File: config.mk
export PLATFORM = sky130hd
export DESIGN_NAME = uar_rx_arbiter
export DESIGN_NICKNAME = d
export VERILOG_FILES = /design/src/rtl/uar_rx_arbiter.sv
export SDC_FILE = /design/constraint.sdc
export NUM_CORES = 1
export LEC_CHECK = 0
export BUFFER_PORTS_ARGS = -buffer_cell sky130_fd_sc_hd__clkbuf_2
export CORE_MARGIN = 5
export CORE_UTILIZATION = 40
export DETAILED_ROUTE_END_ITERATION = 8
export SYNTH_ARGS = -nofsm -noshare
export SYNTH_HDL_FRONTEND = slang
export SYNTH_SLANG_ARGS = --single-unit
export TNS_END_PERCENT = 50
File: constraint.sdc
create_clock -name clk_16x -period 3 [get_ports clk_16x]
set_input_delay 0.6 -clock clk_16x [delete_from_list [all_inputs] [get_ports clk_16x]]
set_output_delay 0.6 -clock clk_16x [all_outputs]
set_load 0.02 [all_outputs]
File: src/rtl/uar_rx_arbiter.sv
// Merges NUM_CH receive channels into one tagged valid/ready byte stream; define
// UAR_ARB_FIXED_PRIO_EN for lowest-index-wins arbitration instead of round-robin.
module uar_rx_arbiter #(
  parameter int NUM_CH = 4,
  parameter int CH_W   = 2
) (
  input  logic                  clk_16x,
  input  logic                  rst_n,
  input  logic [NUM_CH-1:0]     ch_rdy,
  input  logic [NUM_CH*8-1:0]   ch_byte,
  output logic                  out_valid,
  input  logic                  out_ready,
  output logic [7:0]            out_byte,
  output logic [CH_W-1:0]       out_ch,
  output logic [NUM_CH-1:0]     ovr_flag,
  input  logic                  ovr_clr
);

  typedef enum logic [1:0] {IDLE, LOAD, WAIT} state_t;

  state_t              state_q, state_d;
  logic [NUM_CH-1:0]   rdy_q;
  logic [NUM_CH-1:0]   hold_vld_q, hold_vld_d;
  logic [7:0]          hold_byte_q [NUM_CH];
  logic [7:0]          hold_byte_d [NUM_CH];
  logic [NUM_CH-1:0]   ovr_q, ovr_d;
  logic                out_valid_q, out_valid_d;
  logic [7:0]          out_byte_q, out_byte_d;
  logic [CH_W-1:0]     out_ch_q, out_ch_d;

  logic [NUM_CH-1:0]   cap;
  logic [NUM_CH-1:0]   drain;
  logic [NUM_CH-1:0]   ovr_set;
  logic [CH_W-1:0]     sel;
  logic                found;
  int                  idx;

`ifndef UAR_ARB_FIXED_PRIO_EN
  logic [CH_W-1:0]     rr_ptr_q, rr_ptr_d;
`endif

  // Grant selection looks only at registered holding state.
  always_comb begin
    sel   = '0;
    found = 1'b0;
    idx   = 0;
    for (int k = 0; k < NUM_CH; k++) begin
`ifdef UAR_ARB_FIXED_PRIO_EN
      idx = k;
`else
      idx = int'(rr_ptr_q) + k;
      if (idx >= NUM_CH) idx = idx - NUM_CH;
`endif
      if (!found && hold_vld_q[idx]) begin
        found = 1'b1;
        sel   = CH_W'(idx);
      end
    end
  end

  always_comb begin
    cap         = ch_rdy & ~rdy_q;
    drain       = '0;
    ovr_set     = '0;
    hold_vld_d  = hold_vld_q;
    hold_byte_d = hold_byte_q;
    state_d     = state_q;
    out_valid_d = out_valid_q;
    out_byte_d  = out_byte_q;
    out_ch_d    = out_ch_q;
`ifndef UAR_ARB_FIXED_PRIO_EN
    rr_ptr_d    = rr_ptr_q;
`endif

    if (state_q == LOAD && found) drain[sel] = 1'b1;

    // A capture landing on the channel being drained reloads it instead of overrunning.
    for (int i = 0; i < NUM_CH; i++) begin
      if (cap[i]) begin
        if (hold_vld_q[i] && !drain[i]) begin
          ovr_set[i] = 1'b1;
        end else begin
          hold_byte_d[i] = ch_byte[8*i +: 8];
          hold_vld_d[i]  = 1'b1;
        end
      end else if (drain[i]) begin
        hold_vld_d[i] = 1'b0;
      end
    end

    ovr_d = (ovr_clr ? '0 : ovr_q) | ovr_set;

    case (state_q)
      IDLE: begin
        if (|hold_vld_d) state_d = LOAD;
      end
      LOAD: begin
        out_byte_d  = hold_byte_q[sel];
        out_ch_d    = sel;
        out_valid_d = 1'b1;
`ifndef UAR_ARB_FIXED_PRIO_EN
        rr_ptr_d    = (sel == CH_W'(NUM_CH - 1)) ? '0 : sel + CH_W'(1);
`endif
        state_d     = WAIT;
      end
      WAIT: begin
        if (out_ready) begin
          out_valid_d = 1'b0;
          state_d     = IDLE;
        end
      end
      default: state_d = IDLE;
    endcase
  end

  always_ff @(posedge clk_16x or negedge rst_n) begin
    if (!rst_n) begin
      state_q     <= IDLE;
      rdy_q       <= '0;
      hold_vld_q  <= '0;
      ovr_q       <= '0;
      out_valid_q <= 1'b0;
      out_byte_q  <= '0;
      out_ch_q    <= '0;
      for (int i = 0; i < NUM_CH; i++) hold_byte_q[i] <= '0;
`ifndef UAR_ARB_FIXED_PRIO_EN
      rr_ptr_q    <= '0;
`endif
    end else begin
      state_q     <= state_d;
      rdy_q       <= ch_rdy;
      hold_vld_q  <= hold_vld_d;
      ovr_q       <= ovr_d;
      out_valid_q <= out_valid_d;
      out_byte_q  <= out_byte_d;
      out_ch_q    <= out_ch_d;
      for (int i = 0; i < NUM_CH; i++) hold_byte_q[i] <= hold_byte_d[i];
`ifndef UAR_ARB_FIXED_PRIO_EN
      rr_ptr_q    <= rr_ptr_d;
`endif
    end
  end

  assign out_valid = out_valid_q;
  assign out_byte  = out_byte_q;
  assign out_ch    = out_ch_q;
  assign ovr_flag  = ovr_q;

endmodule

==> impl_table.tex, run 1 <==
\begin{tabular}{lr}
\hline
Metric & Value \\
\hline
\multicolumn{2}{l}{\textbf{Yosys}} \\
Yosys warnings & 0 \\
Average footprint of a synthesized cell & 13.1 um2 \\
Post-synthesis cell area & 2600 um2 \\
Mapped Cells & 198 \\
Largest cells by area after synthesis & sky130\_fd\_sc\_hd\_\_dfrtp\_1, sky130\_fd\_sc\_hd\_\_mux2\_1, sky130\_fd\_sc\_hd\_\_mux2\_2 \\
Part of the Yosys area used for sequential elements & 0.568 \\
Post-synthesis register bit count & 59 \\
Post-synth top area cell & sky130\_fd\_sc\_hd\_\_dfrtp\_1 \\
Number of distinct standard cells referenced by the synthesized netlist & 29 \\
Number of nets produced by synthesis & 239 \\
Synth top area share & 0.568 \\
\multicolumn{2}{l}{\textbf{Detailed routing}} \\
Detailed router's first-iteration violation count & 52 \\
Routed WL per cell & 15.6 um \\
Antenna-violating nets left & 0 \\
Ratio of routed vias to standard cells & 4.97 \\
Drt pass-1 iters & 4 \\
Total routed wirelength & 5.37 mm \\
Vias & 1,710 \\
Number of remaining DRC errors & 0 \\
\multicolumn{2}{l}{\textbf{STA}} \\
Headroom to the max-slew limit & 0.601 \\
Final max-slew violation count & 0 \\
Final hold slack & 0.213 ns \\
Sum Neg Setup Slack & 0 ns \\
Final setup skew & 0.00928 ns \\
Final number of hold-violating endpoints & 0 \\
Final clock period utilization by the worst path & 0.780 \\
Final setup viols & 0 \\
Shortest clock period the worst path allows after layout & 2.34 ns \\
Transition time at the pin with the least slew margin & 0.599 ns \\
Setup repair after global routing missed its margin & no \\
Worst path setup slack after routing & 0.660 ns \\
Maximum clock rate & 427 MHz \\
\multicolumn{2}{l}{\textbf{Clocking}} \\
Buffer levels on the longest clock path & 2 \\
Clock latency on the worst-skew pair & 0.33 ns \\
TritonCTS clock tree & yes \\
Number of H-tree branching levels & 3 \\
TritonCTS Buffers & 9 \\
Post-CTS Setup Inserts & 0 \\
PostCTS Resize Cnt & 0 \\
Number of clock sinks & 59 \\
Root Buffer & sky130\_fd\_sc\_hd\_\_clkbuf\_8 \\
Clock slew seen by the registers of the worst setup and hold paths & 0.07 ns \\
CTS hold repair buffers & 0 \\
\multicolumn{2}{l}{\textbf{Final layout}} \\
Leading cell type in the layout, fill and taps excluded & sky130\_fd\_sc\_hd\_\_dfrtp\_1 \\
Number of fillers in the final layout & 572 \\
Finished Core Util & 0.499 \\
N\_diodes & 0 \\
Net count, final & 303 \\
Synthesis-to-finish area growth & 21.9\% \\
Share of cells above drive strength 1 & 0.397 \\
Final design instance area without fill & 3170 um2 \\
Most frequent cells in the layout & sky130\_fd\_sc\_hd\_\_dfrtp\_1, sky130\_fd\_sc\_hd\_\_clkbuf\_2, sky130\_fd\_sc\_hd\_\_nand2\_1 \\
\multicolumn{2}{l}{\textbf{Global route}} \\
GRT Overall Usage & 0.148 \\
Maximum number of pins on one net before global-route repair & 25 \\
Antenna violations before repair & 0 \\
Global-route wire length before repair & 9.52 mm \\
Total grt overflow & 0 \\
Vias in the first global route & 1,923 \\
\multicolumn{2}{l}{\textbf{Critical path}} \\
Worst endpoint data arrival time & 2.55 ns \\
Delay of the slowest critical-path stage & 0.43 ns \\
Depth of the worst register-to-register path & 9 \\
Logic depth of the worst setup path including buffers & 9 \\
Buf/Inv on CP & 2 \\
List of cells traversed by the critical path & a21oi\_1 > o21ai\_0 > a21oi\_2 > buf\_4 > ha\_1 > nand2\_1 > a21oi\_1 > buf\_4 > mux2\_2 \\
CP endpoint kind & flip-flop \\
Critical Path End & hold\_byte\_q[6]\$\_DFFE\_PN0P\_ \\
Critical Path Fanout Max & 12 \\
Reg2reg setup slack & 0.66 ns \\
Crit path from & hold\_vld\_q[0]\$\_DFF\_PN0\_ \\
Required @ worst endpoint & 3.21 ns \\
Critical register-to-register path startpoint & hold\_vld\_q[0]\$\_DFF\_PN0\_ \\
Critical Path Source Type & flip-flop \\
Top Family by Delay on Critical Path & compound AO/OA/AOI/OAI gates \\
Critical path class & flip-flop to flip-flop \\
Worst path slowest cell & sky130\_fd\_sc\_hd\_\_dfrtp\_1 \\
Worst r2r dst & hold\_byte\_q[6]\$\_DFFE\_PN0P\_ \\
\multicolumn{2}{l}{\textbf{Floorplan}} \\
Total die area & 8220 um2 \\
Initial cell density of the core & 0.410 \\
Core box area & 6350 um2 \\
Horizontal die dimension & 90.6 um \\
Top Ports & 55 \\
Count of standard-cell rows & 29 \\
Die Span Y & 90.6 um \\
\multicolumn{2}{l}{\textbf{Pwr}} \\
Leakage power of the design & 0.00155 uW \\
Maximum vdd ir drop & 543 uV \\
Power Density & 1160 nW/um2 \\
\multicolumn{2}{l}{\textbf{Placement}} \\
DP Wirelength & 4.04 mm \\
Area after detailed placement & 2960 um2 \\
Port Buf Inserts & 54 \\
Worst setup timing slack at the placement stage & 0.696 ns \\
Final weighted congestion in routability-driven placement & 0.879 \\
\multicolumn{2}{l}{\textbf{Min path}} \\
Type of the worst min-delay path & input port to async pin \\
\multicolumn{2}{l}{\textbf{Outcome}} \\
Status & complete, no violations \\
\multicolumn{2}{l}{\textbf{Run}} \\
Max-cap violation count & 0 \\
\hline
\end{tabular}
synthesized netlist by cell type:
| cell type | count |
|---|---|
| sky130_fd_sc_hd__a211o_4 | 1 |
| sky130_fd_sc_hd__nand3_2 | 1 |
| sky130_fd_sc_hd__o21ai_0 | 10 |
| sky130_fd_sc_hd__clkinv_1 | 1 |
| sky130_fd_sc_hd__nor2_1 | 3 |
| sky130_fd_sc_hd__o41a_1 | 1 |
| sky130_fd_sc_hd__nand2_1 | 21 |
| sky130_fd_sc_hd__o31ai_4 | 1 |
| sky130_fd_sc_hd__inv_2 | 1 |
| sky130_fd_sc_hd__buf_2 | 2 |
| sky130_fd_sc_hd__mux2i_1 | 16 |
| sky130_fd_sc_hd__ha_1 | 1 |
| sky130_fd_sc_hd__nor2b_1 | 1 |
| sky130_fd_sc_hd__nand2b_1 | 10 |
| sky130_fd_sc_hd__inv_4 | 1 |
| sky130_fd_sc_hd__buf_6 | 3 |
| sky130_fd_sc_hd__dfrtp_1 | 59 |
| sky130_fd_sc_hd__a21o_1 | 2 |
| sky130_fd_sc_hd__o31ai_2 | 1 |
| sky130_fd_sc_hd__a21bo_2 | 1 |
| sky130_fd_sc_hd__mux2_1 | 16 |
| sky130_fd_sc_hd__a22o_1 | 1 |
| sky130_fd_sc_hd__mux2_4 | 8 |
| sky130_fd_sc_hd__a21oi_1 | 7 |
| sky130_fd_sc_hd__o22ai_1 | 4 |
| sky130_fd_sc_hd__clkbuf_1 | 2 |
| sky130_fd_sc_hd__mux2_2 | 16 |
| sky130_fd_sc_hd__a21oi_2 | 1 |
| sky130_fd_sc_hd__inv_1 | 6 |
power breakdown:
part           leakage, uW  switching, uW  internal, uW
Sequential        0.000706            221          1160
Clock             0.000103            294           465
Combinational     0.000746            779           769
Total              0.00155           1290          2390
registers in the layout, summed over array words and instances, names as in the netlist:
name / flops
out_valid: 1
rr_ptr_q: 2
out_ch: 2
ovr_flag: 4
state_q: 2
hold_vld_q: 4
rdy_q: 4
out_byte: 8
hold_byte_q: 32
metrics by stage:
| stage | total power [uW] | instances |
|---|---|---|
| CTS | 3740 | 344 |
| floorplan | 2570 | 198 |
| global route | 4000 | 344 |
| detailed placement | 2960 | 328 |
| global placement | 2920 | 328 |
| finish | 3680 | 344 |
how the worst min path moves through the flow:
stage                          start                         end  slack [ns]  depth (start not counted)
2_1_floorplan                  rst_n  hold_byte_q[0]$_DFFE_PN0P_        0.30                          0
4_1_cts                        rst_n          rdy_q[3]$_DFF_PN0_        0.22                          1
3_3_place_gp   out_ch[1]$_DFFE_PN0P_       out_ch[1]$_DFFE_PN0P_        0.46                          2
5_1_grt                        rst_n          rdy_q[3]$_DFF_PN0_        0.24                          1
3_5_place_dp   out_ch[0]$_DFFE_PN0P_       out_ch[0]$_DFFE_PN0P_        0.47                          1
6_report                       rst_n       out_ch[0]$_DFFE_PN0P_        0.21                          1
logic make-up after synthesis:
family / Yosys count / share of synthesized area
buffers and inverters: 16 / 0.0337
multiplexers: 56 / 0.246
adder cells (fa/ha/maj): 1 / 0.00481
AO/OA/AOI/OAI: 30 / 0.0827
flip-flops: 59 / 0.568
AND/OR/NAND/NOR: 36 / 0.0649
layout make-up:
type | count | area [um2] | area share
repair buffers | 60 | 315 | 0.0994
flip-flops and latches | 59 | 1480 | 0.466
multi-input cells | 123 | 1040 | 0.327
inverters | 9 | 36.3 | 0.0114
well taps | 77 | 96.3 | 0.0304
clock buffers | 11 | 131 | 0.0414
clock inverters | 5 | 77.6 | 0.0245
routing by layer:
layer	part of all wire	track usage	up-vias
li1	-	-	815
met1	0.44	0.185	848
met2	0.49	0.231	42
met3	0.058	0.0633	5
met4	0.0087	0.0447	0
met5	0	0	-
worst register-to-register path: cells and delay by family, from the launching register on:
kind	cells	cell delay (ns)
AOI/OAI and AO/OA	4	0.68
buffers and inverters	2	0.49
DFF	1	0.43
muxes	1	0.35
adders and majority gates	1	0.18
and+or+nand+nor	1	0.08
(Power assumes the default switching activity.)
==> run 2: changes to the inputs <==
--- a/config.mk
+++ b/config.mk
@@ -5,6 +5,7 @@
 export SDC_FILE = /design/constraint.sdc
 export NUM_CORES = 1
 export LEC_CHECK = 0
+export ABC_AREA = 1
 export BUFFER_PORTS_ARGS = -buffer_cell sky130_fd_sc_hd__clkbuf_2
 export CORE_MARGIN = 5
 export CORE_UTILIZATION = 40
==> constraint.sdc (replaced) <==
create_clock -name clk_16x -period 1.9 [get_ports clk_16x]
set_input_delay 0.38 -clock clk_16x [delete_from_list [all_inputs] [get_ports clk_16x]]
set_output_delay 0.38 -clock clk_16x [all_outputs]
set_load 0.02 [all_outputs]
==> run 2 against run 1 <==
  * The flow now finishes with violations (negative setup slack)
  * Area after synthesis rose by 15%
  * Via count up 53%
  * Design area up 33%
  * Register-to-register slack worse by 0.80 ns
  * Sequential power is 53% higher
  * Utilization increased by 8.2 points
  * Worst hold slack worse by 0.056 ns
  * Final cell count grew 59%
  * Power rose by 140%
  * Sequential share of layout area fell by 12 points
  * Largest cell class is now multi-input gates
==> impl_table.tex, run 2 <==
\begin{tabular}{lr}
\hline
Metric & Value \\
\hline
\multicolumn{2}{l}{\textbf{Final layout}} \\
Multi-input logic area & 1680 um2 \\
Sequential cell area & 1480 um2 \\
Share of cells above drive strength 1 & 0.463 \\
Number of flip-flops under the largest register name & 32 \\
Synthesis-to-finish area growth & 41.1\% \\
Net count, final & 485 \\
Leading cell type in the layout, fill and taps excluded & sky130\_fd\_sc\_hd\_\_nand2\_1 \\
Biggest register & hold\_byte\_q \\
N\_diodes & 0 \\
Most frequent cells in the layout & sky130\_fd\_sc\_hd\_\_nand2\_1, sky130\_fd\_sc\_hd\_\_dfrtp\_1, sky130\_fd\_sc\_hd\_\_clkbuf\_2 \\
Final design instance area without fill & 4220 um2 \\
Number of fillers in the final layout & 677 \\
\multicolumn{2}{l}{\textbf{STA}} \\
Final max-slew violation count & 0 \\
Headroom to the max-slew limit & 0.423 \\
Setup repair after global routing missed its margin & yes \\
Worst path setup slack after routing & -0.141 ns \\
Transition time at the pin with the least slew margin & 0.862 ns \\
Maximum clock rate & 490 MHz \\
Shortest clock period the worst path allows after layout & 2.04 ns \\
Final clock period utilization by the worst path & 1.07 \\
Final number of hold-violating endpoints & 0 \\
Final hold slack & 0.157 ns \\
Final setup skew & 0.00596 ns \\
Final setup viols & 44 \\
\multicolumn{2}{l}{\textbf{Pwr}} \\
Leakage power of the design & 0.00215 uW \\
Net switching component of the power & 4230 uW \\
Internal cell power & 4650 uW \\
Power share of the clock group & 0.122 \\
Switching share of total power & 0.476 \\
Power Density & 2110 nW/um2 \\
Maximum vdd ir drop & 988 uV \\
Sequential fraction of design power & 0.238 \\
Logic gate share of total power & 0.640 \\
\multicolumn{2}{l}{\textbf{Detailed routing}} \\
Top layer used by detailed routing & met4 \\
Ratio of routed vias to standard cells & 4.76 \\
Antenna-violating nets left & 0 \\
Met2 routed wirelength & 3.92 mm \\
Drt pass-1 iters & 4 \\
Total routed wirelength & 7.78 mm \\
Number of remaining DRC errors & 0 \\
Detailed router's first-iteration violation count & 123 \\
Routed WL per cell & 14.2 um \\
Routed met3 length & 224 um \\
Vias & 2,609 \\
Wire length on met1 & 3.45 mm \\
\multicolumn{2}{l}{\textbf{Floorplan}} \\
Count of standard-cell rows & 31 \\
Core box area & 7250 um2 \\
Total die area & 9300 um2 \\
Horizontal die dimension & 96.4 um \\
Die Span Y & 96.4 um \\
Top Ports & 55 \\
Initial cell density of the core & 0.412 \\
\multicolumn{2}{l}{\textbf{Yosys}} \\
Mapped Cells & 354 \\
Part of the Yosys area used for sequential elements & 0.494 \\
Most frequent cells after synthesis & sky130\_fd\_sc\_hd\_\_nand2\_1, sky130\_fd\_sc\_hd\_\_dfrtp\_1, sky130\_fd\_sc\_hd\_\_inv\_1, sky130\_fd\_sc\_hd\_\_nand3\_1, sky130\_fd\_sc\_hd\_\_nor2\_1 \\
Primary flip-flop cell chosen by synthesis mapping & sky130\_fd\_sc\_hd\_\_dfrtp\_1 \\
Cell with the most instances after synthesis & sky130\_fd\_sc\_hd\_\_nand2\_1 \\
Number of nets produced by synthesis & 395 \\
Post-synth top area cell & sky130\_fd\_sc\_hd\_\_dfrtp\_1 \\
Number of enable-type register cells in the synthesized netlist & 0 \\
Largest cells by area after synthesis & sky130\_fd\_sc\_hd\_\_dfrtp\_1, sky130\_fd\_sc\_hd\_\_nand2\_1, sky130\_fd\_sc\_hd\_\_nand3\_1 \\
Average footprint of a synthesized cell & 8.44 um2 \\
Yosys warnings & 0 \\
Synth top area share & 0.494 \\
Post-synthesis register bit count & 59 \\
Share of async-settable or async-resettable flops after synthesis & 1.00 \\
Post-synthesis cell area & 2990 um2 \\
Number of distinct standard cells referenced by the synthesized netlist & 27 \\
\multicolumn{2}{l}{\textbf{Min path}} \\
Worst Min Path Start & ch\_rdy[1] \\
Type of the worst min-delay path & input port to flip-flop \\
\multicolumn{2}{l}{\textbf{Clocking}} \\
Buffer levels on the longest clock path & 2 \\
TritonCTS Buffers & 9 \\
Root Buffer & sky130\_fd\_sc\_hd\_\_clkbuf\_8 \\
Number of clock sinks & 59 \\
Clock latency on the worst-skew pair & 0.34 ns \\
Clock slew seen by the registers of the worst setup and hold paths & 0.07 ns \\
Number of H-tree branching levels & 3 \\
TritonCTS clock tree & yes \\
\multicolumn{2}{l}{\textbf{Outcome}} \\
Violated checks & negative setup slack \\
Status & finished, violations left \\
\multicolumn{2}{l}{\textbf{Critical path}} \\
CP endpoint kind & flip-flop \\
Worst endpoint data arrival time & 2.32 ns \\
Critical Path Fanout Max & 8 \\
Required @ worst endpoint & 2.18 ns \\
Critical path class & flip-flop to flip-flop \\
Crit path from & rr\_ptr\_q[0]\$\_DFFE\_PN0P\_ \\
Critical register-to-register path startpoint & rr\_ptr\_q[0]\$\_DFFE\_PN0P\_ \\
Critical Path Source Type & flip-flop \\
\multicolumn{2}{l}{\textbf{Placement}} \\
Area after detailed placement & 3520 um2 \\
DP Wirelength & 5.34 mm \\
Port Buf Inserts & 54 \\
Final weighted congestion in routability-driven placement & 0.831 \\
\multicolumn{2}{l}{\textbf{Global route}} \\
Maximum number of pins on one net before global-route repair & 44 \\
Vias in the first global route & 2,591 \\
Total grt overflow & 0 \\
Antenna violations before repair & 0 \\
GRT Overall Usage & 0.177 \\
Global-route wire length before repair & 12.4 mm \\
\multicolumn{2}{l}{\textbf{Run}} \\
Max-cap violation count & 0 \\
\hline
\end{tabular}
## run 2: final timing paths
kind / slack (ns) / end / cells past startpoint
min reg2reg: 0.48 / hold_byte_q[1]$_DFFE_PN0P_ / 2
min: 0.16 / rdy_q[1]$_DFF_PN0_ / 1
max: -0.14 / hold_byte_q[0]$_DFFE_PN0P_ / 14
max reg2reg: -0.14 / hold_byte_q[0]$_DFFE_PN0P_ / 14
max in group asynchronous: 0.77 / hold_byte_q[18]$_DFFE_PN0P_ / 3
min in group asynchronous: 0.53 / hold_vld_q[2]$_DFF_PN0_ / 2
## run 2: final cells by class
cell class | count | share of cell area
clock buffer | 11 | 0.0359
clock inverter | 5 | 0.00861
inverter | 43 | 0.0401
multi-input combinational | 246 | 0.398
sequential | 59 | 0.350
tap | 99 | 0.0294
timing repair buffer | 85 | 0.138
## run 2: repair_timing
item	in CTS	in global routing
pin swaps	22	27
gates resized for setup	52	54
hold endpoints to repair	10	0
buffers inserted	2	3
hold buffers	1	0
endpoints found under the setup margin	41	48
cloned	2	1
## run 2: per-layer routing
layer | vias to the layer above | global-route usage
met5 | - | 0
li1 | 1312 | -
met2 | 53 | 0.285
met3 | 15 | 0.0349
met4 | 0 | 0.0841
met1 | 1229 | 0.230
## run 2: power groups by stage
stage	sequential [uW]	clock [uW]	combinational, uW
2_1_floorplan	2210	0	2800
3_3_place_gp	2080	0	4160
3_5_place_dp	2100	0	4210
4_1_cts	2090	1100	4820
5_1_grt	2170	1160	6210
6_report	2110	1080	5680
## run 2: critical path: stages, from the launching register on
cell and delay [ns]:
sky130_fd_sc_hd__dfrtp_1 0.44, sky130_fd_sc_hd__buf_12 0.17, sky130_fd_sc_hd__nand2_4 0.06, sky130_fd_sc_hd__nand2_4 0.05, sky130_fd_sc_hd__nand2_4 0.08, sky130_fd_sc_hd__nand2_4 0.09
sky130_fd_sc_hd__nor2_8 0.20, sky130_fd_sc_hd__nand4_1 0.15, sky130_fd_sc_hd__nand3_2 0.13, sky130_fd_sc_hd__ha_4 0.16, sky130_fd_sc_hd__nand2_4 0.07, sky130_fd_sc_hd__nand2_8 0.09
sky130_fd_sc_hd__buf_8 0.14, sky130_fd_sc_hd__nand3_2 0.06, sky130_fd_sc_hd__nand2_1 0.09
## run 2: logic make-up (layout without fill, tap and decap cells)
group                    after synthesis  after routing  share of synthesized area
AO/OA/AOI/OAI                         53             53                      0.107
buffers and inverters                 51            144                     0.0812
AND/OR/NAND/NOR                      190            192                      0.313
flip-flops                            59             59                      0.494
adder cells (fa/ha/maj)                1              1                    0.00419
## run 2: through the flow
| step | power (uW) | setup WS (ns) | utilization | instances | setup TNS (ns) |
|---|---|---|---|---|---|
| detailed placement | 6300 | -0.149 | 0.485 | 523 | -2.73 |
| global route | 9540 | -0.258 | 0.581 | 548 | -9.27 |
| CTS | 8010 | -0.0629 | 0.543 | 544 | -1.80 |
| floorplan | 5010 | 0.0203 | - | 354 | 0 |
| finish | 8880 | -0.141 | 0.581 | 548 | -4.22 |
| global placement | 6250 | -0.115 | 0.485 | 523 | -1.57 |
==> run 3: changes to the inputs <==
--- a/config.mk
+++ b/config.mk
@@ -5,7 +5,6 @@
 export SDC_FILE = /design/constraint.sdc
 export NUM_CORES = 1
 export LEC_CHECK = 0
-export ABC_AREA = 1
 export BUFFER_PORTS_ARGS = -buffer_cell sky130_fd_sc_hd__clkbuf_2
 export CORE_MARGIN = 5
 export CORE_UTILIZATION = 40
==> run 3 against run 2 <==
  * The flow still finishes with violations (negative setup slack)
  * Critical path depth fell by 5
  * Clock skew about the same
  * Clock-buffer cell count is 1 lower
  * Utilization shrank 3.8 points
  * First-iteration DRC count is 66% lower
  * Largest power group unchanged
  * Sequential power grew 3%
  * Register-to-register slack better by 0.04 ns
  * Final cell count shrank 34%
  * Largest cell class is now sequential cells
==> impl_table.tex, run 3 (same netlist as run 1, synthesis figures left out) <==
\begin{tabular}{lr}
\hline
Metric & Value \\
\hline
\multicolumn{2}{l}{\textbf{Outcome}} \\
Status & finished, violations left \\
Violated checks & negative setup slack \\
\multicolumn{2}{l}{\textbf{Run}} \\
Max-cap violation count & 0 \\
\multicolumn{2}{l}{\textbf{Clocking}} \\
Number of clock sinks & 59 \\
TritonCTS clock tree & yes \\
CTS hold repair buffers & 0 \\
Root Buffer & sky130\_fd\_sc\_hd\_\_clkbuf\_8 \\
Clock slew seen by the registers of the worst setup and hold paths & 0.07 ns \\
Number of H-tree branching levels & 3 \\
TritonCTS Buffers & 9 \\
Buffer levels on the longest clock path & 2 \\
Clock latency on the worst-skew pair & 0.33 ns \\
\multicolumn{2}{l}{\textbf{Detailed routing}} \\
Total routed wirelength & 5.59 mm \\
Ratio of routed vias to standard cells & 4.87 \\
Drt pass-1 iters & 4 \\
Routed WL per cell & 15.4 um \\
Number of remaining DRC errors & 0 \\
Detailed router's first-iteration violation count & 42 \\
Antenna-violating nets left & 0 \\
Vias & 1,763 \\
\multicolumn{2}{l}{\textbf{Final layout}} \\
Biggest register & hold\_byte\_q \\
Share of cells above drive strength 1 & 0.491 \\
N\_diodes & 0 \\
Synthesis-to-finish area growth & 32.6\% \\
Final design instance area without fill & 3450 um2 \\
Most frequent cells in the layout & sky130\_fd\_sc\_hd\_\_dfrtp\_1, sky130\_fd\_sc\_hd\_\_clkbuf\_2, sky130\_fd\_sc\_hd\_\_mux2\_4 \\
Number of fillers in the final layout & 557 \\
Leading cell type in the layout, fill and taps excluded & sky130\_fd\_sc\_hd\_\_dfrtp\_1 \\
Finished Core Util & 0.543 \\
Number of flip-flops under the largest register name & 32 \\
Net count, final & 321 \\
\multicolumn{2}{l}{\textbf{STA}} \\
Sum Neg Setup Slack & -1.57 ns \\
Worst path setup slack after routing & -0.0963 ns \\
Setup repair after global routing missed its margin & yes \\
Shortest clock period the worst path allows after layout & 2.00 ns \\
Headroom to the max-slew limit & 0.786 \\
Maximum clock rate & 501 MHz \\
Final clock period utilization by the worst path & 1.05 \\
Final max-slew violation count & 0 \\
Transition time at the pin with the least slew margin & 0.321 ns \\
Final number of hold-violating endpoints & 0 \\
Final hold slack & 0.0417 ns \\
Final setup viols & 33 \\
Final setup skew & 0.00639 ns \\
\multicolumn{2}{l}{\textbf{Placement}} \\
Port Buf Inserts & 54 \\
Final weighted congestion in routability-driven placement & 0.780 \\
Area after detailed placement & 3190 um2 \\
DP Wirelength & 4.09 mm \\
\multicolumn{2}{l}{\textbf{Critical path}} \\
List of cells traversed by the critical path & clkinv\_2 > a22o\_1 > a211o\_4 > inv\_4 > ha\_4 > nand2\_4 > a21oi\_4 > buf\_12 > mux2\_4 \\
Depth of the worst register-to-register path & 9 \\
Delay of the slowest critical-path stage & 0.36 ns \\
Worst path slowest cell & sky130\_fd\_sc\_hd\_\_dfrtp\_1 \\
Critical Path Source Type & flip-flop \\
Critical Path Fanout Max & 8 \\
Worst endpoint data arrival time & 2.22 ns \\
Buf/Inv on CP & 3 \\
CP endpoint kind & flip-flop \\
Top Family by Delay on Critical Path & compound AO/OA/AOI/OAI gates \\
Critical register-to-register path startpoint & rr\_ptr\_q[0]\$\_DFFE\_PN0P\_ \\
Required @ worst endpoint & 2.12 ns \\
Reg2reg setup slack & -0.1 ns \\
Worst r2r dst & hold\_byte\_q[4]\$\_DFFE\_PN0P\_ \\
Critical path class & flip-flop to flip-flop \\
\multicolumn{2}{l}{\textbf{Global route}} \\
Global-route wire length before repair & 9.57 mm \\
Maximum number of pins on one net before global-route repair & 60 \\
GRT Overall Usage & 0.148 \\
Total grt overflow & 0 \\
Antenna violations before repair & 0 \\
Vias in the first global route & 1,930 \\
\multicolumn{2}{l}{\textbf{Pwr}} \\
Power Density & 1880 nW/um2 \\
Leakage power of the design & 0.00174 uW \\
Maximum vdd ir drop & 973 uV \\
Overall Power & 6470 uW \\
\multicolumn{2}{l}{\textbf{Floorplan}} \\
Core box area & 6350 um2 \\
Horizontal die dimension & 90.6 um \\
Total die area & 8220 um2 \\
Top Ports & 55 \\
Die Span Y & 90.6 um \\
Count of standard-cell rows & 29 \\
Initial cell density of the core & 0.410 \\
\multicolumn{2}{l}{\textbf{Min path}} \\
Type of the worst min-delay path & input port to async pin \\
\hline
\end{tabular}
run 3: area by class of cell:
type | instances | area (um2) | area share
inverter | 9 | 37.5 | 0.0109
tap | 77 | 96.3 | 0.0279
multi-input combinational | 123 | 1140 | 0.330
clock inverter | 6 | 80.1 | 0.0232
timing repair buffer | 78 | 492 | 0.143
sequential | 59 | 1480 | 0.428
clock buffer | 10 | 128 | 0.0370
run 3: per-stage QoR:
| step | worst slack [ns] | cells |
|---|---|---|
| finish | -0.0963 | 362 |
| global placement | -0.0848 | 345 |
| CTS | -0.103 | 362 |
| floorplan | -0.245 | 198 |
| global route | -0.216 | 362 |
| detailed placement | -0.110 | 345 |
run 3: worst reg2reg max path, delay by kind of cell, from the launching register on:
family | cells | cell delay (ns)
AO/OA/AOI/OAI | 3 | 0.74
flip-flops | 1 | 0.36
multiplexers | 1 | 0.30
buffers and inverters | 3 | 0.29
adder cells (fa/ha/maj) | 1 | 0.14
AND/OR/NAND/NOR | 1 | 0.05
run 3: how the worst max path moves through the flow:
stage | from | to | slack (ns) | cells after the start
3_3_place_gp | rr_ptr_q[0]$_DFFE_PN0P_ | state_q[0]$_DFFE_PN0P_ | -0.08 | 9
3_5_place_dp | rr_ptr_q[0]$_DFFE_PN0P_ | hold_byte_q[6]$_DFFE_PN0P_ | -0.11 | 9
6_report | rr_ptr_q[0]$_DFFE_PN0P_ | hold_byte_q[4]$_DFFE_PN0P_ | -0.1 | 9
4_1_cts | rr_ptr_q[0]$_DFFE_PN0P_ | hold_byte_q[4]$_DFFE_PN0P_ | -0.10 | 9
2_1_floorplan | hold_vld_q[1]$_DFF_PN0_ | hold_byte_q[0]$_DFFE_PN0P_ | -0.24 | 9
5_1_grt | rr_ptr_q[0]$_DFFE_PN0P_ | hold_byte_q[5]$_DFFE_PN0P_ | -0.22 | 9
run 3: power breakdown:
part / internal (uW) / leakage, uW / switching, uW
clock: 729 / 0.000110 / 493
combinational: 1680 / 0.000921 / 1390
sequential: 1830 / 0.000706 / 348
run 3: layer usage:
metal | vias up | global-route usage | part of all wire
li1 | 854 | - | -
met1 | 852 | 0.186 | 0.45
met2 | 50 | 0.234 | 0.48
met3 | 7 | 0.0583 | 0.062
met4 | 0 | 0.0447 | 0.0091
met5 | - | 0 | 0
run 3: timing repair:
action                                  in CTS  in global routing
gates cloned                                 0                  0
endpoints found under the setup margin      34                 41
buffers inserted                             1                  0
resized for setup                           13                  0
pin swaps                                    4                  0
